**src/rtl/mic_ifu_prefetch.sv**
```systemverilog
// rtl/mic_ifu_prefetch.sv - MIC instruction fetch unit: byte prefetch queue feeding MBR1/MBR2
module mic_ifu_prefetch #(
    parameter int DEPTH = 6,
    parameter int AW    = 32
) (
    input  logic          clk_ifu,
    input  logic          reset_ifu_n,
    input  logic          pc_load,
    input  logic [AW-1:0] pc_new,
    input  logic          consume1,
    input  logic          consume2,
    output logic [AW-1:0] mem_addr,
    output logic          mem_fetch,
    input  logic [7:0]    mem_data,
    output logic [7:0]    mbr1,
    output logic [15:0]   mbr2,
    output logic          mbr1_valid,
    output logic          mbr2_valid,
    output logic [AW-1:0] pc_out,
    output logic          ifu_err
);

    localparam int IW = (DEPTH > 1) ? $clog2(DEPTH) : 1;
    localparam int CW = $clog2(DEPTH + 1);

    localparam logic [1:0] ST_RUN   = 2'd0;
    localparam logic [1:0] ST_FULL  = 2'd1;
    localparam logic [1:0] ST_REDIR = 2'd2;

    logic [7:0]    queue [DEPTH];
    logic [IW-1:0] head;
    logic [CW-1:0] count;
    logic          inflight;
    logic          discard;
    logic [AW-1:0] imar;
    logic [AW-1:0] pc;
    logic [1:0]    state;
    logic [1:0]    state_next;

    logic          issue;
    logic          ret;
    logic          pop1;
    logic          pop2;
    logic          illegal;
    logic [CW-1:0] popped;
    logic [CW-1:0] count_next;
    logic [CW:0]   occupancy_next;
    logic [IW-1:0] tail_idx;
    logic [IW-1:0] head1_idx;

    // Circular index arithmetic that also works for non-power-of-two depths.
    function automatic logic [IW-1:0] wrap_idx(input logic [IW-1:0] base, input logic [CW-1:0] off);
        logic [IW:0] sum;
        sum = {1'b0, base} + (IW+1)'(off);
        if (sum >= (IW+1)'(DEPTH)) begin
            sum = sum - (IW+1)'(DEPTH);
        end
        return sum[IW-1:0];
    endfunction

    assign issue     = reset_ifu_n && (state != ST_FULL) && !pc_load;
    assign mem_fetch = issue;
    assign mem_addr  = imar;
    assign ret       = inflight && !discard;
    assign tail_idx  = wrap_idx(head, count);
    assign head1_idx = wrap_idx(head, CW'(1));

    always_comb begin
        pop1    = 1'b0;
        pop2    = 1'b0;
        illegal = 1'b0;
        if (!pc_load) begin
            if (consume1 && consume2) begin
                illegal = 1'b1;
            end else if (consume1) begin
                if (count >= CW'(1)) pop1 = 1'b1;
                else                 illegal = 1'b1;
            end else if (consume2) begin
                if (count >= CW'(2)) pop2 = 1'b1;
                else                 illegal = 1'b1;
            end
        end
    end

    assign popped     = pop2 ? CW'(2) : (pop1 ? CW'(1) : CW'(0));
    assign count_next = pc_load ? CW'(0) : (count + CW'(ret) - popped);
    // FULL means every slot is either filled or reserved by the outstanding request.
    assign occupancy_next = (CW+1)'(count_next) + (CW+1)'(issue);

    always_comb begin
        state_next = ST_RUN;
        if (pc_load) begin
            state_next = ST_REDIR;
        end else if (occupancy_next >= (CW+1)'(DEPTH)) begin
            state_next = ST_FULL;
        end
    end

    always_ff @(posedge clk_ifu or negedge reset_ifu_n) begin
        if (!reset_ifu_n) begin
            imar     <= '0;
            pc       <= '0;
            head     <= '0;
            count    <= '0;
            inflight <= 1'b0;
            discard  <= 1'b0;
            ifu_err  <= 1'b0;
            state    <= ST_RUN;
        end else begin
            inflight <= issue;
            discard  <= pc_load && inflight;
            count    <= count_next;
            state    <= state_next;
            if (illegal) begin
                ifu_err <= 1'b1;
            end
            if (pc_load) begin
                imar <= pc_new;
                pc   <= pc_new;
            end else begin
                if (issue) begin
                    imar <= imar + AW'(1);
                end
                pc   <= pc + AW'(popped);
                head <= wrap_idx(head, popped);
            end
        end
    end

    // Queue storage needs no reset: every read is gated by count.
    always_ff @(posedge clk_ifu) begin
        if (ret && !pc_load) begin
            queue[tail_idx] <= mem_data;
        end
    end

    assign mbr1_valid = (count != CW'(0));
    assign mbr2_valid = (count >= CW'(2));
    assign mbr1       = mbr1_valid ? queue[head] : 8'h00;
    assign mbr2       = mbr2_valid ? {queue[head], queue[head1_idx]} :
                        (mbr1_valid ? {queue[head], 8'h00} : 16'h0000);
    assign pc_out     = pc;

endmodule

```
**config.mk**
```make
export PLATFORM = sky130hd
export DESIGN_NAME = mic_ifu_prefetch
export DESIGN_NICKNAME = d
export VERILOG_FILES = /design/src/rtl/mic_ifu_prefetch.sv
export SDC_FILE = /design/constraint.sdc
export NUM_CORES = 1
export LEC_CHECK = 0
export CAP_MARGIN = 30
export CORE_ASPECT_RATIO = 0.8
export CORE_MARGIN = 2
export CORE_UTILIZATION = 56
export DETAILED_ROUTE_END_ITERATION = 10
export GPL_ROUTABILITY_DRIVEN = 1
export PLACE_DENSITY = 0.93
export REMOVE_ABC_BUFFERS = 1
export SLEW_MARGIN = 20
export SYNTH_ARGS = -nofsm -noshare
export SYNTH_HDL_FRONTEND = slang
export SYNTH_SLANG_ARGS = --single-unit
```
**constraint.sdc**
```tcl
create_clock -name clk_ifu -period 5.45 [get_ports clk_ifu]
set_clock_uncertainty 0.1 [all_clocks]
set_input_delay 1.09 -clock clk_ifu [delete_from_list [all_inputs] [get_ports clk_ifu]]
set_output_delay 1.09 -clock clk_ifu [all_outputs]
set_load 0.005 [all_outputs]
```
# Yosys cells after proc, flatten, opt, wreduce, memory -nomap -nowiden

Memory sizes are Yosys's and may differ from the RTL's.
Cells that the tools add are included.

Bits in writable memories: 48
Register bits after elaboration: 75
Word-level logic and storage cells: 68
Memories: 1
Output and inout bits: 92

Mux-type cells: 31
Add/sub/neg operators: 11
Reductions and logical operators: 10
Equality and inequality tests: 1
Order comparisons: 6

Memory list:

| name  | words | bits a word | read ports | clocked after memory_dff | wr ports | line | text |
|---|---|---|---|---|---|---|---|
| queue | 6     | 8           | 2          | 0                        | 1        | 30   | `logic [7:0] queue [DEPTH];` |

Operators with widths:

| cell                    | count |
|---|---|
| $mux W32                | 3 |
| $add A32 B1 Y32 const B | 1 |
| $add A32 B2 Y32         | 1 |
| $mux W16                | 2 |
| $mux W1                 | 19 |
| $ge A4 B3 Y1 const B    | 4 |
| $mux W3                 | 4 |
| $sub A3 B3 Y3 const B   | 3 |
| $mux W8                 | 1 |
| $logic_and A1 B1 Y1     | 6 |
| $add A3 B1 Y4           | 1 |
| $add A3 B1 Y4 const B   | 1 |
| $add A3 B2 Y4           | 1 |
| $add A3 B3 Y4           | 1 |
| $mux W2                 | 2 |
| $add A3 B1 Y3           | 1 |
| $ge A3 B1 Y1 const B    | 1 |
| $ge A3 B2 Y1 const B    | 1 |
| $reduce_bool A3 Y1      | 1 |
| $sub A3 B2 Y3           | 1 |
| $logic_not A1 Y1        | 2 |
| $ne A2 B1 Y1 const B    | 1 |
| $reduce_bool A2 Y1      | 1 |

# Longest topological paths before layout

Word-level depth: 13
Gate-level depth with buffers: 13
Gate-level depth less buffers: 13

# Worst setup path before layout

No wires, ideal clock.

Path type: input to register
From: in pc_load
To: reg state[0]
Data required time: 5267 ps
Stages on the path: 12
Arrival time: 3807 ps
Slack: 1461 ps
Cell sequence: clkbuf_1 > inv_1 > clkbuf_1 > clkbuf_1 > nand3_1 > ha_1 > fa_1 > nor2b_1 > ha_1 > nand2_1 > mux2_2 > o21ai_0

Longest elaborated chain between the ends: 9
Elaborated cells on any way between the ends: 12
Classes of those cells: add/sub: 2; order compare: 1; mux: 7; reduce/logical: 2

Ends and longest elaborated chain:

| item                 | line | text |
|---|---|---|
| start, declared      | 8    | `input logic pc_load,` |
| $mux W1              | 72   | `if (!pc_load) begin` |
| $mux W1              | 85   | `assign popped = pop2 ? CW'(2) : (pop1 ? CW'(1) : CW'(0));` |
| $mux W2              | 85   |  |
| $sub A3 B2 Y3        | 86   | `assign count_next = pc_load ? CW'(0) : (count + CW'(ret) - popped);` |
| $mux W3 *            | 86   |  |
| via count_next[1]    | 46   | `logic [CW-1:0] count_next;` |
| $add A3 B1 Y4 *      | 88   | `assign occupancy_next = (CW+1)'(count_next) + (CW+1)'(issue);` |
| $ge A4 B3 Y1 *       | 94   | `end else if (occupancy_next >= (CW+1)'(DEPTH)) begin` |
| $mux W1 *            | 94   |  |
| $mux W2 *            | 92   | `if (pc_load) begin` |
| via state_next[0]    | 38   | `logic [1:0] state_next;` |
| end signal, assigned | 113  | `state <= state_next;` |
| end, declared        | 37   | `logic [1:0] state;` |

Mark *: on every way through the listed nets, which the timed path passes. The rest lies on a longest branch.
A chain may end at the register's enable or synchronous reset.

# Final worst setup path

From: reg head[1]
To: out mbr2[7]

Longest elaborated chain between the ends: 5
Elaborated cells on any way between the ends: 6
Classes of those cells: add/sub: 2; order compare: 1; mux: 2; memory: 1

Ends and longest elaborated chain:

| item                                                 | line   | text |
|---|---|---|
| start, declared                                      | 31     | `logic [IW-1:0] head;` |
| start signal, assigned                               | 125    | `head <= wrap_idx(head, popped);` |
| $add A3 B1 Y4 *                                      | 54     | `sum = {1'b0, base} + (IW+1)'(off);` |
| $ge A4 B3 Y1 / $sub A3 B3 Y3 (equally long branches) | 55, 56 |  |
| $mux W3 *                                            | 55     | `if (sum >= (IW+1)'(DEPTH)) begin` |
| $mem_v2 Z6 W8 *                                      | n/a    |  |
| $mux W16 *                                           | 140    | `assign mbr2 = mbr2_valid ? {queue[head], queue[head1_idx]} :` |
| end, declared                                        | 16     | `output logic [15:0] mbr2,` |

Mark *: on every way between the ends. The rest lies on a longest branch, timed or not.

==> results.md <==
- DRT iter0 DRCs: 454
- Max-Cap Viols: 0
- Largest family of logic cells by synthesized area: multiplexers
- Min setup slack post-route: 0.362 ns
- Post-synthesis sequential area ratio: 48.6%
- CP Launch Type: flop
- Worst slew pin tran: 0.959 ns
- Setup crit start: head[1]
- Finished Layout Cells: 888
- Maximum number of pins on one net before global-route repair: 69
- Number of global-route vias before repair: 5595
- Crit share post-route: 93.4%
- Leak: 3.49 nW
- Gp weighted congestion: 0.876
- Post-synth EDFFs: 48
- Die area: 13100 sq um
- Slew Viols, Final: 0
- Reg clk slew, reported paths: 0.05 ns
- CTS Buf Count: 17
- Clk root buf: clkbuf_16
- Post-CTS Resized: 0
- Total GRT Usage: 29.0%
- Diodes inserted: 0
- Core area: 12000 sq um
- Initial antenna violation count: 0
- Worst IR drop on VDD: 231 uV
- RSZ-0062 raised after global routing: false
- Layout cells sized above 1: 15.1%
- Sink Count: 123
- CP max FO: 16
- Post-synthesis mux area share: 16.4%
- Remaining DRCs: 0
- Hold/Removal Path Class: reg -> reg
- XOR/XNOR Fraction of Synth Area: 7.96%
- First-pass GRT wire length: 28.9 mm
- Final Hold Violating Endpoints: 0
- Chip height: 103 microns
- Hold_sp: ifu_err
- Cell variety after synth: 45
- Final Total Pwr: 3.91 mW
- Die width: 127 microns
- Final Util: 74.7%
- HPWL after detailed placement: 12.1 mm
- Initial Util: 56.7%
- Max Freq: 197 MHz
- Clock buffer depth: 2
- Avg Cell Area, Syn: 11.6 sq um
- Crit end category: output pin
- Gr ovfl total: 0
- Outcome: finished clean
- Syn Inst Count: 590
- Antenna Nets Post-Route: 0
- Final critical-path required period: 5.09 ns
- Pre-CTS setup slack: 0.855 ns
- Adder-Cell Fraction of Synth Area: 3.92%
- Power Density: 435 nW/um^2
- IO buf count: 136
- Cell area after synthesis: 6820 sq um
- Cell row count: 36
- Setup bufs post-CTS: 0
- Fillers: 739
- Top_reg_cell synth: dfrtp_1
- Yosys warns: 0
- Setup tns final: 0 ns
- Async SR Flop Fraction: 61.0%
- Cts hold-fix bufs: 0
- Placed Cells: 855
- Nets: 787
- Worst EP required: 4.26 ns
- Simple-gate share of the synthesized area: 13.2%
- Worst r2r src: count[1]
- Critical path class: reg -> out
- P&R area growth vs syn: 31.7%
- Worst slew margin: 35.8%
- I/O pins: 137
- CTS tree: done
- CP arrival: 3.90 ns
- Setup-failing EPs final: 0
- WL per Instance: 20.6 microns
- FF+latch count, synth: 123
- Via count: 5471
- Vias/cell: 6.16
- Clock Latency Late Sink: 0.42 ns
- Compound-Gate Fraction of Synth Area: 6.71%
- CTS H-Tree Depth: 4
- DR pass1 iterations: 5
- DRT Wirelength: 18.3 mm
-- Yosys cell counts, types with 7 or more instances --
master    instances  share of area, %
mux4_2            8               2.6
a211oi_1         16               1.8
edfxtp_1         48                21
nand4_1          18               1.7
xor2_1           26               3.3
inv_1            20               1.1
mux2_2           57               9.4
clkbuf_1         26               1.4
o21ai_0          19               1.4
mux2i_1          30               4.4
a221oi_1          8               1.0
dfrtp_1          75                28
and3_1           12               1.1
xnor2_1          36               4.6
nor4_1           15               1.4
nor2_1           36               2.0
and4_1            7              0.90
ha_1             15               2.8
a21oi_1          17               1.2
nand2_1          26               1.4
nand3_1          22               1.6
-- registers in the layout, summed over array words and instances, names as in the netlist --
register / flops
queue: 48
mem_addr: 32
pc_out: 32
count: 3
head: 3
state: 2
discard: 1
ifu_err: 1
inflight: 1
-- cell families (layout without fill, tap and decap cells) --
| group | count (synthesis) | after routing |
|---|---|---|
| simple gates | 169 | 169 |
| mux | 95 | 95 |
| compound gates | 70 | 70 |
| flops | 123 | 123 |
| buf+inv | 52 | 198 |
| xor+xnor | 62 | 62 |
| fa+ha+maj | 19 | 19 |
-- worst max-delay path, cell delays in order (launching register included) --
cell,delay [ns]
dfrtp_1,0.79
inv_1,0.20
ha_1,0.39
inv_1,0.10
nand3b_1,0.12
a31oi_4,0.67
mux2i_1,0.17
a221oi_1,0.44
clkdlybuf4s50_1,0.58
-- routing by layer --
metal,GRT usage [%],wire [microns],vias up
li1,-,-,2442
met1,34.9,7160,2704
met2,50.1,9200,274
met3,8.51,1510,51
met4,11.2,466,0
met5,0,0,-
-- path summary, 6_finish.rpt --
check                           slack (ns)          to  cells after the start
worst max-delay path                  0.36     mbr2[7]                      8
worst min-delay path                  0.38     ifu_err                      1
max in group asynchronous             3.77     head[0]                      2
worst max register to register        1.42  pc_out[30]                     12
min in group asynchronous             0.40   pc_out[1]                      1
worst min register to register        0.38     ifu_err                      1
-- where the power goes --
group          internal (mW)  switching, mW  total, mW  leakage [nW]
registers               1.06          0.143       1.20          1.32
logic                  0.755          0.676       1.43          1.85
clock network          0.867          0.412       1.28         0.322
total                   2.68           1.23       3.91          3.49
-- metrics by stage --
| stage | hold slack [ns] | area (sq um) |
|---|---|---|
| CTS | 0.379 | 8970 |
| detailed placement | 0.365 | 8310 |
| finish | 0.377 | 8990 |
| global placement | 0.355 | 8310 |
| floorplan | 0.359 | 6690 |
| global route | 0.388 | 8990 |
-- layout make-up --
class	instances	area [sq um]	area share [%]
clock inverters	12	219	2.44
well taps	152	190	2.12
multi-input cells	415	3300	36.7
inverters	21	78.8	0.877
flip-flops and latches	123	3320	36.9
clock buffers	20	447	4.97
repair buffers	145	1430	16.0
-- cell usage in the layout (no fill, tap or decap), types with 4 or more instances in the layout --
master	netlist	layout
clkdlybuf4s50_1	0	135
dfrtp_1	75	75
mux2_2	57	57
edfxtp_1	48	48
nor2_1	36	36
xnor2_1	36	36
mux2i_1	30	30
nand2_1	26	26
xor2_1	26	26
nand3_1	22	22
inv_1	20	19
o21ai_0	19	19
nand4_1	18	18
a21oi_1	17	17
clkbuf_16	0	17
a211oi_1	16	16
nor4_1	15	15
ha_1	15	15
and3_1	12	12
buf_4	1	9
mux4_2	8	8
a221oi_1	8	8
and4_1	7	7
nor3_1	6	6
and2_1	6	6
bufinv_16	0	6
nor2b_1	5	5
fa_1	4	4
(Power assumes the default switching activity.)
